File: config.mk
export PLATFORM = sky130hd
export DESIGN_NAME = fetch_pc_unit
export DESIGN_NICKNAME = d
export VERILOG_FILES = /design/src/rtl/fetch_pc_unit.sv
export SDC_FILE = /design/constraint.sdc
export NUM_CORES = 1
export LEC_CHECK = 0
export CAP_MARGIN = 20
export CORE_ASPECT_RATIO = 1.75
export CORE_MARGIN = 2
export CORE_UTILIZATION = 52
export DETAILED_ROUTE_END_ITERATION = 16
export PLACE_DENSITY = 0.88
export SETUP_SLACK_MARGIN = 0.05
export SYNTH_ARGS = -nofsm -noshare
export SYNTH_HDL_FRONTEND = slang
export SYNTH_SLANG_ARGS = --single-unit
File: constraint.sdc
create_clock -name clk -period 6.5 [get_ports clk]
set_clock_uncertainty 0.2 [all_clocks]
set_input_delay 0.65 -clock clk [delete_from_list [all_inputs] [get_ports clk]]
set_output_delay 0.65 -clock clk [all_outputs]
set_load 0.1 [all_outputs]
File: src/rtl/fetch_pc_unit.sv
// fetch_pc_unit: instruction-fetch front end driving a synchronous instruction memory.
// Owns the PC and tracks which PC the registered memory output belongs to.
// It handles boot hold-off, stall, redirect and halt.
// Optional build macro FETCH_MISALIGN_CHK_EN: a redirect to a misaligned target raises a
// one-cycle misalign_o pulse and parks the unit in HALT.
module fetch_pc_unit #(
  parameter logic [31:0] RESET_PC    = 32'h0000_0000,
  parameter int unsigned BOOT_CYCLES = 2,
  parameter int unsigned COUNT_W     = 32
) (
  input  logic               clk,
  input  logic               rst,
  input  logic               stall_i,
  input  logic               halt_i,
  input  logic               redirect_i,
  input  logic [31:0]        redirect_pc_i,
  output logic [31:0]        imem_pc_o,
  output logic               imem_read_en_o,
  output logic               imem_flush_o,
  output logic [31:0]        if_pc_o,
  output logic [31:0]        if_pc_plus4_o,
  output logic               if_valid_o,
  output logic [COUNT_W-1:0] fetch_count_o,
  output logic               misalign_o
);

  localparam int unsigned BOOT_W = 8;
  localparam logic [BOOT_W-1:0] BOOT_LAST =
    (BOOT_CYCLES == 0) ? '0 : BOOT_W'(BOOT_CYCLES - 1);

  typedef enum logic [1:0] {
    ST_BOOT = 2'd0,
    ST_RUN  = 2'd1,
    ST_HALT = 2'd2
  } state_t;

  // With no boot hold-off the unit is already in RUN on the first cycle after reset
  localparam state_t RESET_STATE = (BOOT_CYCLES == 0) ? ST_RUN : ST_BOOT;

  state_t              state;
  state_t              state_next;
  logic [BOOT_W-1:0]   boot_cnt;
  logic [31:0]         pc;
  logic [31:0]         redirect_aligned;
  logic                boot_done;
  logic                bad_target;
  logic                do_read;
  logic                do_redirect;

  assign redirect_aligned = {redirect_pc_i[31:2], 2'b00};
  assign boot_done        = (boot_cnt == BOOT_LAST);

`ifdef FETCH_MISALIGN_CHK_EN
  assign bad_target = |redirect_pc_i[1:0];
`else
  logic unused_low_bits;
  assign unused_low_bits = ^redirect_pc_i[1:0];
  assign bad_target      = 1'b0;
`endif

  // State register
  always_ff @(posedge clk) begin
    if (rst) state <= RESET_STATE;
    else     state <= state_next;
  end

  // Next-state and memory-control decode; redirect outranks halt, which outranks stall
  always_comb begin
    state_next  = state;
    do_read     = 1'b0;
    do_redirect = 1'b0;
    if (!rst) begin
      do_redirect = redirect_i;
      unique case (state)
        ST_BOOT: begin
          if (boot_done) state_next = ST_RUN;
        end
        ST_RUN: begin
          if (redirect_i)   state_next = ST_RUN;
          else if (halt_i)  state_next = ST_HALT;
          else if (!stall_i) do_read   = 1'b1;
        end
        ST_HALT: begin
          if (redirect_i) state_next = ST_RUN;
        end
        default: state_next = RESET_STATE;
      endcase
      if (redirect_i && bad_target) state_next = ST_HALT;
    end
  end

  assign imem_read_en_o = do_read;
  assign imem_flush_o   = do_redirect;
  assign imem_pc_o      = pc;

  // Boot hold-off counter; advances every BOOT cycle regardless of redirects
  always_ff @(posedge clk) begin
    if (rst)                   boot_cnt <= '0;
    else if (state == ST_BOOT) boot_cnt <= boot_cnt + BOOT_W'(1);
  end

  // Program counter: redirect target, or sequential advance on each fetch
  always_ff @(posedge clk) begin
    if (rst)              pc <= RESET_PC;
    else if (do_redirect) pc <= redirect_aligned;
    else if (do_read)     pc <= pc + 32'd4;
  end

  // Tag for the memory output: PC of the fetched word and its validity
  always_ff @(posedge clk) begin
    if (rst) begin
      if_pc_o       <= RESET_PC;
      if_pc_plus4_o <= RESET_PC + 32'd4;
      if_valid_o    <= 1'b0;
    end else if (do_redirect) begin
      if_valid_o    <= 1'b0;
    end else if (do_read) begin
      if_pc_o       <= pc;
      if_pc_plus4_o <= pc + 32'd4;
      if_valid_o    <= 1'b1;
    end else if (state == ST_RUN && halt_i) begin
      if_valid_o    <= 1'b0;
    end
  end

  // Count of fetches issued; wraps naturally
  always_ff @(posedge clk) begin
    if (rst)          fetch_count_o <= '0;
    else if (do_read) fetch_count_o <= fetch_count_o + COUNT_W'(1);
  end

`ifdef FETCH_MISALIGN_CHK_EN
  // One-cycle flag following a misaligned redirect
  always_ff @(posedge clk) begin
    if (rst) misalign_o <= 1'b0;
    else     misalign_o <= do_redirect && bad_target;
  end
`else
  assign misalign_o = 1'b0;
`endif

endmodule

=== Word-level counts from Yosys, hierarchy flattened ===
Cells that the tools add are included.

* Bitwise gates (word level): 1
* Equal/unequal tests: 6
* Multiply operators: 0
* $add $sub $neg: 3
* Multiplexer cells: 15
* Reduce and logical (&&, ||, !) cells: 7
* Magnitude comparators: 0
* Div/mod/pow operators: 0
* Shifts and indexed selects: 0

{| class="wikitable"
|+ Operators with widths
! kind !! number
|-
| 32-bit 2-to-1 mux || 2
|-
| 32-bit by 1-bit adder with 32-bit output, second input constant || 1
|-
| 32-bit by 3-bit adder with 32-bit output, second input constant || 1
|-
| 8-bit by 1-bit adder with 8-bit output, second input constant || 1
|-
| 8-bit by 1-bit == test with 1-bit output, second input constant || 1
|-
| 1-bit 2-to-1 mux || 8
|-
| 2-bit 2-to-1 mux || 4
|-
| 2-bit one-hot mux with 3 select lines || 1
|-
| 2-bit != test, second input constant || 2
|-
| 2-bit nonzero test || 2
|-
| 3-bit != test, second input constant || 1
|-
| 3-bit AND reduction || 1
|-
| 2-bit by 1-bit == test with 1-bit output, second input constant || 1
|-
| 2-bit == test, second input constant || 1
|-
| 2-bit logical NOT || 1
|-
| 2-bit AND reduction || 1
|-
| 2-bit OR reduction || 1
|-
| 1-bit logical AND || 1
|-
| 1-bit inverter || 1
|}

* Memory bits (writable): 0
* Memories kept: 0
* Word-level logic and storage cells: 40
* Output and inout port bits: 132
* Memory bits (read-only): 0
* Register bits: 139
* Latch bits: 0

=== Logic depth before layout (Yosys ltp) ===
* Word-level depth: 7
* Depth in mapped cells: 7
* Mapped depth without buffers: 6

=== Worst setup path before layout ===
OpenSTA, ideal clock, no wires.

* Kind: input -> output
* Start point: input redirect_i
* End point: output imem_flush_o
* Buffers on the path: 1
* Path slack: 3.316 ns
* Stages: 3
* Arrival time: 2.334 ns
* Path through: clkbuf_1 > inv_1 > nor2_1

* Longest elaborated chain between the ends: 1

{| class="wikitable"
|+ Ends and longest elaborated chain
! what !! RTL line !! RTL
|-
| start, declared || 15 || <nowiki>input logic redirect_i,</nowiki>
|-
| 1-bit 2-to-1 mux || 72 || <nowiki>if (!rst) begin</nowiki>
|-
| end, declared || 19 || <nowiki>output logic imem_flush_o,</nowiki>
|}

Every way passes these cells.

=== Worst setup path after layout ===
* Start point: input redirect_i
* End point: output imem_read_en_o

* Longest elaborated chain between the ends: 3

{| class="wikitable"
|+ Ends and longest elaborated chain
! what !! RTL line !! RTL
|-
| 1-bit 2-to-1 mux || 79 || <nowiki>if (redirect_i) state_next = ST_RUN;</nowiki>
|-
| 1-bit 2-to-1 mux || 74 || <nowiki>unique case (state)</nowiki>
|-
| 1-bit 2-to-1 mux || 72 ||
|-
| end, declared || 18 || <nowiki>output logic imem_read_en_o,</nowiki>
|}

Every way passes these cells.

==> results.ini <==
[pwr]
sw_frac_of_total = 0.302
seq_power_share = 0.391
leakagePower_uw = 0.00285
power_switching_uw = 695
finalPower_uw = 2300
p_int_uw = 1600
p_per_area_nw_per_um2 = 276
pwr-share-comb = 0.182
ir_worst_vdd_v = 0.000211
pwr-share-clk = 0.427

[grt]
globalRoute.totalOverflow = 0
grt_usage = 0.271
grt_pass1_wl_microns = 27700
antenna_found_initial = 1
first_global_vias = 5596
grt_max_degree = 82

[timing]
slew-limit-headroom = 0.297
fin_ws_ns = 2.29
fin_crit_sh = 0.648
setup_viol_count_final = 0
final.min_clock_period_ns = 4.21
max_clock_freq_ghz = 0.237
hold_violations = 0
totalNegativeSetupSlack_ns = 0
worstMarginPinSlew_ns = 1.05
rsz0062_at_grt = false
slew_violations = 0

[critical_path]
critPathMaxFanout = 53
required_ns = 5.65
r2r-end = if_pc_plus4_o[16]
reg2reg_depth = 6
critical_path.top_delay_family = buffers and inverters
crit_type = in2out
crit_arrival_ns = 3.36
timing.critical_path.to_type = output port
crit_path_start = redirect_i
crit_buf_inv = 4
cp_slowest_cell = clkdlybuf4s50_1
crit_path_max_incr_delay_ns = 1.19
start_kind = primary input
ff2ff_setup_slack_ns = 3.46
r2r-start = state[1]
path_cells = buf_2, buf_4, nor2_1, nand2_1, clkinv_1, clkdlybuf4s50_1

[final_layout]
synthToLayoutAreaGrowth_pct = 34.8
drive_gt1_frac = 0.0498
nNetsFinal = 931
fin_area_sq_um = 8350

[clocking]
h-tree-depth = 4
cts_sinks = 133
clk_path_buf_depth = 2
cts-root-buf = clkbuf_16
cts_buffers = 17
ctsHoldBuffers = 0
clkSlewWorstSetupHoldPaths_ns = 0.06
post-cts-setup-buffer-count = 0
ctsResizeCount = 0
tritoncts = done
clk_latency_ns = 0.41

[floorplanning]
initial_core_util = 0.534
rows = 52
die_w_microns = 86.5
dieArea_sq_um = 12800
ioPinCount = 169
die_height_microns = 148
core_sq_um = 11600

[synthesis]
yosysWarningCount = 0
synth.avg_cell_area_sq_um = 8.13
syn_area_sq_um = 6190
synthTopCellsByArea = dfxtp_1 43%, xnor2_1 6.9%, nand2_1 6.5%
synth-edff-count = 0
async_reset_ff_frac = 0
synth-seq-cells = 133
synth_top_cell_by_area = dfxtp_1
yosysUniqueCellTypes = 47
yosys.area.top_type_share = 0.430
synth_cells = 761
synth_seq_area_share = 0.430
synth_ff_type = dfxtp_1

[routing]
vias = 5912
drcViolationCount = 0
final_antenna_net_count = 0
firstDrtPassIters = 5
viasPerCell = 5.69
wl_microns = 17400
wire_per_inst_microns = 16.7
drt_iter0_markers = 370

[place]
place.gp.congestion = 0.871
dp_hpwl_microns = 11800
place_ws_ns = 2.31
io_buffer_count = 159
place_area_sq_um = 7750

[worst_hold_path]
hold_depth = 2
hp-class = reg2reg
worstHoldStart = if_pc_plus4_o[28]
worst_hold_path.endpoint = if_pc_plus4_o[28]

[job]
cap_viol_max_count = 0

[run_status]
outcome = finished, final reports clean

[state kept, by name, summed over array words and instances (netlist names)]
register / cells
imem_pc_o: 30
if_pc_plus4_o: 30
boot_cnt: 8
state: 2
fetch_count_o: 32
if_valid_o: 1
if_pc_o: 30
[final cells by class]
| type | count | area [sq um] |
|---|---|---|
| fill | 849 | 3230 |
| multi-input combinational | 547 | 3190 |
| timing repair buffer | 165 | 1630 |
| clock inverter | 11 | 158 |
| inverter | 26 | 97.6 |
| tap | 135 | 169 |
| clock buffer | 21 | 440 |
| antenna | 1 | 2.50 |
| sequential | 133 | 2660 |
[worst reg2reg max path: cells and delay by family, from the launching register on]
family                 cells  cell delay [ns]
and+or+nand+nor            3             1.33
DFF                        1             0.38
AOI/OAI and AO/OA          1             0.26
buffers and inverters      2             0.75
[worst max-delay path by stage]
stage | end | slack, ns | cells past startpoint
after global routing | imem_read_en_o | 2.19 | 6
after CTS | imem_read_en_o | 2.30 | 6
after floorplan | imem_flush_o | 3.32 | 3
after global placement | imem_read_en_o | 2.33 | 6
after detailed placement | imem_read_en_o | 2.31 | 6
final | imem_read_en_o | 2.29 | 6
[cells in the final DEF, fill, tap and decap left out, types with 13 or more instances in the layout]
cell,instances
a211oi_1,23
a21oi_1,55
clkbuf_16,17
clkdlybuf4s50_1,157
dfxtp_1,133
inv_1,25
nand2_1,108
nand3_1,26
nand4_1,15
nor2_1,87
nor3_1,21
nor4_1,17
o21a_1,13
o21ai_0,15
xnor2_1,49
xor2_1,31
[stage by stage]
stage | hold slack (ns) | std cells | utilization
final | 0.241 | 1039 | 0.721
after global routing | 0.271 | 1039 | 0.721
after CTS | 0.246 | 1038 | 0.721
after detailed placement | 0.237 | 1006 | 0.669
after global placement | 0.237 | 1006 | 0.669
after floorplan | 0.281 | 767 | -
[power by group through the flow]
stage | Clock [uW] | Combinational [uW] | Sequential [uW]
after global placement | 0 | 411 | 913
after global routing | 1030 | 438 | 903
after floorplan | 0 | 153 | 1070
after CTS | 991 | 420 | 897
final | 981 | 419 | 899
after detailed placement | 0 | 418 | 914
[logic make-up after synthesis]
kind of cell,count (synthesis),synth area share
AOI/OAI and AO/OA,124,0.125
xor gates and xnor gates,80,0.113
adders and majority gates,4,0.00809
buffers and inverters,87,0.0592
DFF,133,0.430
muxes,8,0.0131
other,1,0.000606
and+or+nand+nor,324,0.251
[synthesized netlist by cell type, drive strengths merged (2+ instances only)]
library cell,n
a211oi,23
a21o,3
clkbuf,42
and4,12
o21a,13
or3,9
xnor2,49
xor2,31
nor2,90
ha,4
o21ai,15
a22o,3
nor4,18
o31a,2
nor3,21
inv,25
nor2b,2
o22ai,2
a21oi,55
nand2,108
dfxtp,133
and3,8
nand4,15
and2,5
mux2i,7
buf,19
nand3,26
nor4b,4
a311oi,4
nor3b,2
[metal layers]
layer | track usage | share of wire | vias to the layer above
met5 | 0 | 0 | -
met1 | 0.298 | 0.37 | 2784
li1 | - | - | 2839
met2 | 0.474 | 0.53 | 237
met3 | 0.0605 | 0.054 | 52
met4 | 0.145 | 0.041 | 0
Note: power is estimated with default switching activity, not from simulation.
